--- src/rtl/fetch_unit_pkg.sv ---
// Types and constants shared by the fetch stage and its instruction buffer.
package fetch_unit_pkg;

   typedef struct packed {
      logic [31:0] pc;
      logic [31:0] inst;
   } fetch_entry_t;

   localparam logic [31:0] INST_BYTES      = 32'd4;
   localparam int          FIFO_DEPTH_DFLT = 2;

   // Width needed to hold a count from 0 up to and including depth.
   function automatic int cnt_width(input int depth);
      return $clog2(depth + 1);
   endfunction

endpackage

--- src/rtl/fetch_fifo.sv ---
// Synchronous instruction buffer with push/pop/flush; flush wins over push and pop.
module fetch_fifo
   import fetch_unit_pkg::*;
#(
   parameter int  DEPTH   = FIFO_DEPTH_DFLT,
   parameter type entry_t = fetch_entry_t,
   parameter int  CNT_W   = cnt_width(DEPTH)
) (
   input  logic             clk,
   input  logic             rst_n,
   input  logic             flush_i,
   input  logic             push_i,
   input  entry_t           din_i,
   input  logic             pop_i,
   output entry_t           dout_o,
   output logic             full_o,
   output logic             empty_o,
   output logic [CNT_W-1:0] count_o
);

   localparam int               PTR_W   = (DEPTH > 1) ? $clog2(DEPTH) : 1;
   localparam logic [PTR_W-1:0] PTR_END = PTR_W'(DEPTH - 1);
   localparam logic [PTR_W-1:0] PTR_ONE = PTR_W'(1);
   localparam logic [CNT_W-1:0] CNT_ONE = CNT_W'(1);

   entry_t           mem_q [DEPTH];
   logic [PTR_W-1:0] wr_q, wr_d;
   logic [PTR_W-1:0] rd_q, rd_d;
   logic [CNT_W-1:0] count_q, count_d;
   logic             pop_ok;

   assign empty_o = (count_q == '0);
   assign full_o  = (count_q == CNT_W'(DEPTH));
   assign count_o = count_q;
   assign dout_o  = mem_q[rd_q];
   assign pop_ok  = pop_i && !empty_o;

   always_comb begin
      wr_d    = wr_q;
      rd_d    = rd_q;
      count_d = count_q;
      if (flush_i) begin
         wr_d    = '0;
         rd_d    = '0;
         count_d = '0;
      end else begin
         if (push_i) wr_d = (wr_q == PTR_END) ? '0 : wr_q + PTR_ONE;
         if (pop_ok) rd_d = (rd_q == PTR_END) ? '0 : rd_q + PTR_ONE;
         case ({push_i, pop_ok})
            2'b10:   count_d = count_q + CNT_ONE;
            2'b01:   count_d = count_q - CNT_ONE;
            default: count_d = count_q;
         endcase
      end
   end

   always_ff @(posedge clk or negedge rst_n) begin
      if (!rst_n) begin
         wr_q    <= '0;
         rd_q    <= '0;
         count_q <= '0;
      end else begin
         wr_q    <= wr_d;
         rd_q    <= rd_d;
         count_q <= count_d;
      end
   end

   // Storage needs no reset: empty_o qualifies every read.
   always_ff @(posedge clk) begin
      if (push_i && !flush_i) mem_q[wr_q] <= din_i;
   end

endmodule

--- src/rtl/fetch_unit.sv ---
// Instruction fetch: PC generation, credit-limited imem requests, stale-response dropping on redirect.
module fetch_unit
   import fetch_unit_pkg::*;
#(
   parameter logic [31:0] RESET_PC   = 32'h0000_0000,
   parameter int          FIFO_DEPTH = FIFO_DEPTH_DFLT
) (
   input  logic        clk,
   input  logic        rst_n,
   output logic        imem_req_valid,
   input  logic        imem_req_ready,
   output logic [31:0] imem_addr,
   input  logic        imem_rsp_valid,
   input  logic [31:0] imem_rsp_data,
   output logic        id_valid,
   input  logic        id_ready,
   output logic [31:0] id_inst,
   output logic [31:0] id_pc,
   input  logic        redirect_valid,
   input  logic [31:0] redirect_pc
);

   localparam int               CNT_W   = cnt_width(FIFO_DEPTH);
   localparam int               SUM_W   = CNT_W + 1;
   localparam logic [SUM_W-1:0] DEPTH_C = SUM_W'(FIFO_DEPTH);
   localparam logic [CNT_W-1:0] ONE     = CNT_W'(1);

   logic [31:0]      fetch_pc_q, fetch_pc_d;
   logic [31:0]      rsp_pc_q, rsp_pc_d;
   logic [CNT_W-1:0] inflight_q, inflight_d;
   logic [CNT_W-1:0] drop_q, drop_d;

   logic             fifo_flush, fifo_push, fifo_pop;
   logic             fifo_full, fifo_empty;
   logic [CNT_W-1:0] fifo_count;
   fetch_entry_t     fifo_din, fifo_head;

   logic [31:0]      redirect_tgt;
   logic [SUM_W-1:0] credit_used;
   logic             req_fire;

   assign redirect_tgt = redirect_pc & ~32'h3;
   assign credit_used  = SUM_W'(inflight_q) + SUM_W'(fifo_count);

   // Every outstanding request has a reserved buffer slot, so a kept response never finds the FIFO full.
   assign imem_req_valid = rst_n && !redirect_valid && (credit_used < DEPTH_C);
   assign imem_addr      = fetch_pc_q;
   assign req_fire       = imem_req_valid && imem_req_ready;

   assign fifo_din = '{pc: rsp_pc_q, inst: imem_rsp_data};
   assign fifo_pop = id_valid && id_ready;

   assign id_valid = !fifo_empty;
   assign id_inst  = fifo_empty ? '0 : fifo_head.inst;
   assign id_pc    = fifo_empty ? '0 : fifo_head.pc;

   always_comb begin
      fetch_pc_d = fetch_pc_q;
      rsp_pc_d   = rsp_pc_q;
      inflight_d = inflight_q;
      drop_d     = drop_q;
      fifo_flush = 1'b0;
      fifo_push  = 1'b0;
      if (redirect_valid) begin
         fetch_pc_d = redirect_tgt;
         rsp_pc_d   = redirect_tgt;
         fifo_flush = 1'b1;
         // A response arriving now belongs to the old stream and is consumed here.
         inflight_d = imem_rsp_valid ? inflight_q - ONE : inflight_q;
         drop_d     = inflight_d;
      end else begin
         if (req_fire) fetch_pc_d = fetch_pc_q + INST_BYTES;
         case ({req_fire, imem_rsp_valid})
            2'b10:   inflight_d = inflight_q + ONE;
            2'b01:   inflight_d = inflight_q - ONE;
            default: inflight_d = inflight_q;
         endcase
         if (imem_rsp_valid) begin
            if (drop_q != '0) begin
               drop_d = drop_q - ONE;
            end else begin
               fifo_push = 1'b1;
               rsp_pc_d  = rsp_pc_q + INST_BYTES;
            end
         end
      end
   end

   always_ff @(posedge clk or negedge rst_n) begin
      if (!rst_n) begin
         fetch_pc_q <= RESET_PC;
         rsp_pc_q   <= RESET_PC;
         inflight_q <= '0;
         drop_q     <= '0;
      end else begin
         fetch_pc_q <= fetch_pc_d;
         rsp_pc_q   <= rsp_pc_d;
         inflight_q <= inflight_d;
         drop_q     <= drop_d;
      end
   end

   fetch_fifo #(
      .DEPTH   (FIFO_DEPTH),
      .entry_t (fetch_entry_t),
      .CNT_W   (CNT_W)
   ) u_fifo (
      .clk     (clk),
      .rst_n   (rst_n),
      .flush_i (fifo_flush),
      .push_i  (fifo_push),
      .din_i   (fifo_din),
      .pop_i   (fifo_pop),
      .dout_o  (fifo_head),
      .full_o  (fifo_full),
      .empty_o (fifo_empty),
      .count_o (fifo_count)
   );

   a_no_push_full: assert property (@(posedge clk) disable iff (!rst_n) !(fifo_push && fifo_full));
   a_rsp_expected: assert property (@(posedge clk) disable iff (!rst_n) !(imem_rsp_valid && inflight_q == '0));
   a_drop_bounded: assert property (@(posedge clk) disable iff (!rst_n) drop_q <= inflight_q);

endmodule
--- config.mk ---
export PLATFORM = sky130hd
export DESIGN_NAME = fetch_unit
export DESIGN_NICKNAME = d
export VERILOG_FILES = /design/src/rtl/fetch_unit_pkg.sv /design/src/rtl/fetch_fifo.sv /design/src/rtl/fetch_unit.sv
export SDC_FILE = /design/constraint.sdc
export NUM_CORES = 1
export LEC_CHECK = 0
export BUFFER_PORTS_ARGS = -buffer_cell sky130_fd_sc_hd__buf_2
export CORE_ASPECT_RATIO = 1.25
export CORE_MARGIN = 8
export CORE_UTILIZATION = 60
export DETAILED_ROUTE_END_ITERATION = 10
export GPL_ROUTABILITY_DRIVEN = 0
export PLACE_DENSITY = 0.89
export SLEW_MARGIN = 20
export SYNTH_ARGS = -nofsm -noshare
export SYNTH_HDL_FRONTEND = slang
export SYNTH_SLANG_ARGS = --single-unit
--- constraint.sdc ---
create_clock -name clk -period 14.2 [get_ports clk]
set_input_delay 2.84 -clock clk [delete_from_list [all_inputs] [get_ports clk]]
set_output_delay 2.84 -clock clk [all_outputs]
set_load 0.005 [all_outputs]
==> flow_metrics.env <==
export IMPL_ys_seq_elements=192
export IMPL_seq_area_um2=5430
export IMPL_final_common_cell="buf_2"
export IMPL_relSlewSlack_pct=26.5
export IMPL_antenna_left=0
export IMPL_clock_sinks=192
export IMPL_synth_compound_area_share_pct=7.00
export IMPL_synth_top_area_share_pct=43.3
export IMPL_synth_area_leaders="edfxtp_1, dfrtp_1, mux2i_1"
export IMPL_final_nets=932
export IMPL_antenna_found_initial=0
export IMPL_hold_path_class="reg2reg"
export IMPL_grt_max_degree=74
export IMPL_cts_tree="built"
export IMPL_htreeDepth=4
export IMPL_path_cells="buf_2 -> buf_4 -> nor4b_4 -> buf_2"
export IMPL_drive_above_1_share_pct=24.7
export IMPL_dr_pass1_iters=5
export IMPL_ctsHoldBuffers=0
export IMPL_worstReg2RegEnd="imem_addr[17]"
export IMPL_post_cts_buffers=0
export IMPL_io_buffers=161
export IMPL_initial_utilization_pct=60.5
export IMPL_ios=168
export IMPL_rsz0062_at_grt="false"
export IMPL_synth_seq_area_share_pct=63.1
export IMPL_clkLatencyLatePin_ns=0.43
export IMPL_critPathKind="in2out"
export IMPL_synth_area_leader_cell="edfxtp_1"
export IMPL_synthCells=706
export IMPL_synth_distinct_cells=53
export IMPL_routed_wl_um=19600
export IMPL_postSynthAreaPerCell_um2=12.2
export IMPL_cpLargestDelayFamily="buffers and inverters"
export IMPL_path_clk_slew_ns=0.07
export IMPL_root_buffer="clkbuf_16"
export IMPL_drt_iter0_drc=546
export IMPL_synth_xor_area_share_pct=3.56
export IMPL_dr_total_vias=6181
export IMPL_fmax_mhz=145
export IMPL_r2r_cells=7
export IMPL_grt_pass1_vias=6193
export IMPL_syn_area_um2=8600
export IMPL_setup_slack_ns=7.28
export IMPL_syn2layout_area_growth_pct=17.4
export IMPL_ff2ff_setup_slack_ns=10.86
export IMPL_critical_path_buf_inv_count=3
export IMPL_crit_start="redirect_valid"
export IMPL_setup_viol=0
export IMPL_fin_setup_tns_ns=0
export IMPL_final_cell_mix="buf_2, edfxtp_1, nor2_1, mux2i_1, dfrtp_1"
export IMPL_place_ws_ns=7.27
export IMPL_async_flop_share_pct=35.4
export IMPL_fillCellCount=1014
export IMPL_yosys_warnings=0
export IMPL_yosys_area_share_adder_pct=0.669
export IMPL_grt_ovfl_total=0
export IMPL_yosys_most_used_dff="edfxtp_1"
export IMPL_die_area_um2=18400
export IMPL_clockBufferDepth=2
export IMPL_maxSlewViolCount=0
export IMPL_p_per_area_nw_per_um2=146
export IMPL_dp_hpwl_um=13100
export IMPL_core_area_um2=14200
export IMPL_wl_per_cell_um=18.6
export IMPL_fin_crit_ns=6.92
export IMPL_ctsResizeCount=0
export IMPL_multi_input_area_um2=2970
export IMPL_outcome="complete, no violations"
export IMPL_antenna_cells=0
export IMPL_grt_pass1_wl_um=31200
export IMPL_synth_top_family_by_area="simple AND/OR/NAND/NOR gates"
export IMPL_path_depth=4
export IMPL_vdd_drop_max_mv=0.101
export IMPL_drt_vias_per_instance=5.89
export IMPL_die_w_um=123
export IMPL_crit_top_cell="buf_2"
export IMPL_max_cap_violations=0
export IMPL_cts_buffers=17
export IMPL_muxShareOfSynthArea_pct=7.93
export IMPL_r2r_start="u_fifo.count_o[0]"
export IMPL_period_share_pct=48.7
export IMPL_synthSimpleGateAreaFrac_pct=15.1
export IMPL_synth_edf_count=124
export IMPL_cp_end_kind="output port"
export IMPL_worst_pin_slew_ns=1.10
export IMPL_drc=0
export IMPL_p_leak_uw=0.00397
export IMPL_track_usage_pct=21.5
export IMPL_final_setup_skew_ns=0.0149
export IMPL_rows=49
export IMPL_crit_path_max_incr_delay_ns=0.60
export IMPL_worst_setup_path_start_kind="input port"
export IMPL_required_ns=11.36
export IMPL_worstPathArrival_ns=4.08
export IMPL_slowest_stage="nor4b_4"
export IMPL_die_h_um=150
export IMPL_cp_endpoint="imem_req_valid"
export IMPL_hold_viol=0
export IMPL_worstPathMaxFanout=73
==> cells by family (layout without fill, tap and decap cells) <==
| family | after synthesis | after routing |
|---|---|---|
| fa+ha+maj | 4 | 4 |
| buf+inv | 50 | 212 |
| xor+xnor | 35 | 35 |
| mux | 68 | 68 |
| compound gates | 94 | 94 |
| other cells | 1 | 4 |
| flops | 192 | 192 |
| simple gates | 262 | 262 |
==> registers in the layout, indices dropped and copies added (netlist names) <==
signal	flops
drop_q	2
imem_addr	30
inflight_q	2
rsp_pc_q	30
u_fifo.count_o	2
u_fifo.mem_q	124
u_fifo.rd_q	1
u_fifo.wr_q	1
==> worst min-delay path by stage <==
stage                     cells past startpoint    startpoint  slack, ns             endpoint
after CTS                                     0  rsp_pc_q[31]       0.51  u_fifo.mem_q[0][63]
after floorplan                               0  rsp_pc_q[31]       0.46  u_fifo.mem_q[0][63]
after global routing                          0  rsp_pc_q[31]       0.52  u_fifo.mem_q[0][63]
after global placement                        0  rsp_pc_q[31]       0.48  u_fifo.mem_q[0][63]
final                                         0  rsp_pc_q[31]       0.52  u_fifo.mem_q[1][63]
after detailed placement                      0  rsp_pc_q[31]       0.48  u_fifo.mem_q[1][63]
==> routing by layer <==
metal  share of wire, %  global-route usage, %  vias up
li1                   -                      -     2893
met1                 42                   28.4     2943
met2                 48                   34.2      312
met3                8.7                   5.59       33
met4                1.6                   6.28        0
met5                  0                      0        -
==> Yosys cell counts, types with 3 or more instances <==
library cell,n
nand4_2,3
clkbuf_1,25
ha_1,3
nor2_1,85
buf_2,3
a21oi_1,6
and4_1,4
o21ai_0,45
nor4_1,7
and3_1,11
nand2_1,64
dfrtp_1,68
o311ai_0,8
mux2i_1,67
buf_4,7
nand3_1,35
nand4_1,16
a31oi_1,5
o31a_1,4
xnor2_1,27
xor2_1,8
inv_1,13
nor3_1,16
and2_1,7
o211ai_1,12
edfxtp_1,124
==> where the power goes <==
part	total (uW)	switching (uW)	internal [uW]
clock	453	206	248
sequential	718	69.4	649
combinational	300	164	136
total	1470	439	1030
==> worst reg2reg max path: stages, from the launching register on <==
cell     delay, ns
dfrtp_1       0.45
and2_1        0.18
fa_1          0.49
nor4b_4       0.52
and2_1        0.71
nor2_2        0.33
a21o_1        0.25
a221o_1       0.30
==> through the flow <==
step	util, %	power (uW)	cell area, um^2	hold slack (ns)	cells
finish	71.0	1470	10100	0.517	1049
global route	71.0	1550	10100	0.516	1049
CTS	71.0	1480	10100	0.506	1049
detailed placement	67.0	1030	9530	0.477	1017
global placement	67.0	1020	9530	0.475	1017
floorplan	-	900	8610	0.462	709
==> final cells by class <==
cell class              count  share of cell area, %
repair buffers            167                   8.43
multi-input cells         467                   29.5
clock buffers              20                   4.73
inverters                  13                  0.483
clock inverters            12                  0.917
flip-flops and latches    192                   53.8
well taps                 178                   2.21
(Power assumes the default switching activity.)
